File: src/rtl/cam_axi_wr_ctrl.sv
// Camera pixel stream to AXI3 write master. Each frame buffer is written as a
// sequence of 16-beat x 8-byte bursts, one burst outstanding at a time, and the
// buffers are used in turn as a ring of NUM_FRAMES buffers.
module cam_axi_wr_ctrl #(
  parameter logic [31:0] BASE_ADDR   = 32'h3000_0000,
  parameter logic [31:0] FRAME_BYTES = 32'h0002_5800,
  parameter int unsigned NUM_FRAMES  = 3
) (
  input  logic        clk_clk,
  input  logic        reset_reset_n,
  input  logic        enable,
  input  logic [63:0] pix_data,
  input  logic        pix_valid,
  output logic        pix_ready,
  output logic [31:0] awaddr,
  output logic [3:0]  awlen,
  output logic [7:0]  awid,
  output logic [2:0]  awsize,
  output logic [1:0]  awburst,
  output logic [1:0]  awlock,
  output logic [2:0]  awprot,
  output logic [3:0]  awcache,
  output logic        awvalid,
  input  logic        awready,
  output logic [63:0] wdata,
  output logic [7:0]  wstrb,
  output logic [7:0]  wid,
  output logic        wlast,
  output logic        wvalid,
  input  logic        wready,
  input  logic [1:0]  bresp,
  input  logic [7:0]  bid,
  input  logic        bvalid,
  output logic        bready,
  output logic [7:0]  frame_num,
  output logic        frame_done,
  output logic        busy,
  output logic        err
);

  typedef enum logic [1:0] {IDLE, ADDR, DATA, RESP} state_t;

  state_t      state, state_nxt;
  logic [7:0]  buf_idx;
  logic [31:0] offset;
  logic [3:0]  beat;
  logic        frame_end;
  logic        bid_unused;

  // Only ID 0 is ever issued, so the response ID carries no information.
  assign bid_unused = ^bid;

  assign awlen   = 4'hF;
  assign awsize  = 3'b011;
  assign awburst = 2'b01;
  assign awid    = '0;
  assign wid     = '0;
  assign awlock  = '0;
  assign awprot  = '0;
  assign awcache = 4'b0011;
  assign wstrb   = '1;
  assign wdata   = pix_data;

  // Registers only move outside ADDR, so the address is stable while awvalid is high.
  assign awaddr    = BASE_ADDR + 32'(buf_idx) * FRAME_BYTES + offset;
  assign frame_end = (offset == FRAME_BYTES);
  assign busy      = (state != IDLE);

  // State register.
  always_ff @(posedge clk_clk or negedge reset_reset_n) begin
    if (!reset_reset_n) state <= IDLE;
    else                state <= state_nxt;
  end

  // Next-state decode and channel handshake outputs.
  always_comb begin
    state_nxt = state;
    awvalid   = 1'b0;
    wvalid    = 1'b0;
    pix_ready = 1'b0;
    wlast     = 1'b0;
    bready    = 1'b0;
    unique case (state)
      IDLE: if (enable) state_nxt = ADDR;
      ADDR: begin
        awvalid = 1'b1;
        if (awready) state_nxt = DATA;
      end
      DATA: begin
        wvalid    = pix_valid;
        pix_ready = wready;
        wlast     = (beat == 4'hF);
        if (pix_valid && wready && beat == 4'hF) state_nxt = RESP;
      end
      RESP: begin
        bready = 1'b1;
        if (bvalid) state_nxt = enable ? ADDR : IDLE;
      end
      default: state_nxt = IDLE;
    endcase
  end

  // Burst/frame bookkeeping: beat counter, frame offset, ring index, status.
  always_ff @(posedge clk_clk or negedge reset_reset_n) begin
    if (!reset_reset_n) begin
      buf_idx    <= '0;
      offset     <= '0;
      beat       <= '0;
      frame_num  <= '0;
      frame_done <= 1'b0;
      err        <= 1'b0;
    end else begin
      frame_done <= 1'b0;
      unique case (state)
        ADDR: if (awready) beat <= '0;
        DATA: begin
          if (pix_valid && wready) begin
            beat <= beat + 4'd1;
            if (beat == 4'hF) offset <= offset + 32'd128;
          end
        end
        RESP: begin
          if (bvalid) begin
            if (bresp != 2'b00) err <= 1'b1;
            if (frame_end) begin
              frame_num  <= buf_idx;
              frame_done <= 1'b1;
              buf_idx    <= (buf_idx == 8'(NUM_FRAMES - 1)) ? '0 : buf_idx + 8'd1;
              offset     <= '0;
            end else if (!enable) begin
              // Abandoned partial frame: restart this same buffer from its start.
              offset <= '0;
            end
          end
        end
        default: ;
      endcase
    end
  end

endmodule
File: config.mk
export PLATFORM = sky130hd
export DESIGN_NAME = cam_axi_wr_ctrl
export DESIGN_NICKNAME = d
export VERILOG_FILES = /design/src/rtl/cam_axi_wr_ctrl.sv
export SDC_FILE = /design/constraint.sdc
export NUM_CORES = 1
export LEC_CHECK = 0
export CORE_AREA = 4 4 116 118
export CTS_CLUSTER_SIZE = 30
export DETAILED_ROUTE_END_ITERATION = 8
export DIE_AREA = 0 0 120 122
export GPL_TIMING_DRIVEN = 1
export PLACE_DENSITY = 0.82
export SLEW_MARGIN = 40
export SYNTH_ARGS = -nofsm -noshare
export SYNTH_HDL_FRONTEND = slang
export SYNTH_SLANG_ARGS = --single-unit
File: constraint.sdc
create_clock -name clk_clk -period 8.85 [get_ports clk_clk]
set_clock_uncertainty 0.2 [all_clocks]
set_input_delay 2.655 -clock clk_clk [delete_from_list [all_inputs] [get_ports clk_clk]]
set_output_delay 2.655 -clock clk_clk [all_outputs]
set_load 0.05 [all_outputs]
==> results_dict.tcl <==
set metrics [dict create \
    status "finished clean" \
    hpwl_um 8310 \
    dp_cells 760 \
    overflow 0 \
    fin_crit_sh 0.961 \
    synth-seq-cells 49 \
    synthesis.area_mm2 0.00536 \
    synth-seq-area-share 0.229 \
    holdPathStages 1 \
    grt_pass1_wl_um 18300 \
    critPathCaptureType "output port" \
    drive_gt1_frac 0.0604 \
    num_vias 4033 \
    postCtsHoldBufs 0 \
    worst_path_dominant_cell_family "adder cells" \
    maxCapViolations 0 \
    initial_utilization 0.430 \
    clk_pin_slew_ns 0.07 \
    gp_congestion 0.860 \
    critPathSlowestCell "clkdlybuf4s50_1" \
    track_usage 0.151 \
    final_cell_area_mm2 0.00546 \
    drt_iter0_drc 317 \
    rsz0062_at_grt "no" \
    clkLatencyLatePin_ns 0.30 \
    postCtsResizedCells 0 \
    final_common_cell "ha_1" \
    rows 41 \
    drv_slew 0 \
    max_freq_ghz 0.118 \
    start_kind "register" \
    worst_path_most_repeated_cell "ha_1" \
    viasPerCell 5.25 \
    critPathKind "register to output port" \
    leakage_nw 2.64 \
    clock-root-buffer "clkbuf_16" \
    dieWidth_um 120 \
    setup_tns_ns 0 \
    setup_violations 0 \
    tightest_slew_ns 0.807 \
    layout_common_cells "60 x ha_1, 49 x conb_1, 49 x dfrtp_1" \
    cp.required_ns 6.00 \
    synth-edff-count 0 \
    antenna_cells 0 \
    ctsLongestPathBuffers 2 \
    synthDistinctLibCells 56 \
    final_util 0.438 \
    holdCritPathClass "register to register" \
    slew_headroom 0.459 \
    setup_slack_ns 0.345 \
    fin_nets 744 \
    antenna_left 0 \
    ys_warn_count 0 \
    hold_violations 0 \
    fin_worst_hold_slack_ns 0.267 \
    critPathMaxFanout 8 \
    cts_setup_buffers 0 \
    fill_cells 1218 \
    coreArea_mm2 0.0125 \
    cts_max_level 2 \
    synth_cells 621 \
    period_needed_ns 8.51 \
    clock-sinks 49 \
    cts_tree "built" \
    ir_drop_mv 0.126 \
    async_reset_ff_frac 1.00 \
    synth-main-ff-cell "dfrtp_1" \
    cts_buffers 5 \
    grt_max_degree 50 \
    cpPeakStageDelay_ns 0.82 \
    dp_slack_ns 0.358 \
    io_buffers 49 \
    syn_area_per_cell_um2 8.63 \
    worstPathArrival_ns 5.65 \
    crit_buf_inv 3 \
    r2r_cells 6 \
    crit_cells 16 \
    place_area_mm2 0.00530 \
    post-route-drc-count 0 \
    first_pass_iters 5 \
    power.total_mw 0.922 \
    design.portCount 235 \
    wl_um 11000 \
    grt_pass1_vias 3776 \
    dieArea_mm2 0.0146 \
    power_density_mw_per_mm2 169 \
    antenna_found_initial 0 \
    final_cells 768 \
    wire_per_inst_um 14.3 \
    syn2layout_area_growth_pct 1.89 \
    crit_chain "ha_1 > ha_1 > inv_1 > fa_1 > fa_1 > inv_1 > ha_1 > or3_1 > o22ai_1 > xnor2_1 > ha_1 > o21a_1 > a21oi_1 > a21oi_1 > xor2_1 > clkdlybuf4s50_1" \
    fp.dieH_um 122 \
]
state kept, by name, indices dropped and copies added (netlist names):
register,count
offset,25
frame_num,8
err,1
beat,4
state,2
buf_idx,8
frame_done,1
cell usage after synthesis (4+ instances only):
master	n	area, um2
inv_1	36	135
o2bb2ai_1	8	70.1
buf_4	117	878
a21oi_1	33	165
nand2b_1	5	31.3
and2_1	4	25.0
nor4b_1	8	70.1
xnor2_1	29	254
ha_1	60	751
a221o_1	4	40.0
and3_1	6	37.5
nand4_1	14	87.6
nor3_1	11	55.1
clkbuf_1	12	45.0
xor2_1	10	87.6
o211ai_1	5	37.5
dfrtp_1	49	1230
fa_1	8	160
nor2b_1	5	31.3
o21ai_0	16	80.1
nor3b_1	6	45.0
nand3_1	14	70.1
a21o_1	8	60.1
nand2_1	35	131
mux2_2	12	135
nor4_1	16	100
nor2_1	42	158
o31ai_1	5	37.5
worst paths after layout:
check | from | end | slack, ns
worst min-delay path | err | err | 0.27
max in group asynchronous | reset_reset_n | offset[20] | 5.75
worst min register to register | err | err | 0.27
min in group asynchronous | reset_reset_n | frame_done | 2.26
worst max register to register | offset[18] | offset[9] | 5.76
worst max-delay path | buf_idx[6] | awaddr[24] | 0.34
cell families after synthesis:
group,synth area share
compound gates,0.128
buf+inv,0.205
flops,0.229
fa+ha+maj,0.170
other cells,0.00140
mux,0.0252
xor+xnor,0.0638
simple gates,0.178
area by class of cell:
class	instances	area (um2)	area share
Clock buffer	7	133	0.0243
Timing Repair Buffer	54	523	0.0958
Sequential cell	49	1230	0.225
Clock inverter	1	7.51	0.00138
Inverter	36	135	0.0248
Tap cell	172	215	0.0394
Multi-Input combinational cell	449	3220	0.590
report_power, final:
group	leakage [nW]	internal, mW	total [mW]	switching (mW)
Combinational	1.93	0.128	0.450	0.322
Sequential	0.644	0.248	0.280	0.0326
Clock	0.0641	0.105	0.192	0.0862
layer usage:
| layer | vias to the layer above | GRT usage | part of all wire |
|---|---|---|---|
| met4 | 0 | 0.0387 | 0.012 |
| met3 | 11 | 0.0325 | 0.071 |
| met1 | 1906 | 0.201 | 0.44 |
| li1 | 1966 | - | - |
| met5 | - | 0 | 0 |
| met2 | 150 | 0.251 | 0.47 |
(Power assumes the default switching activity.)
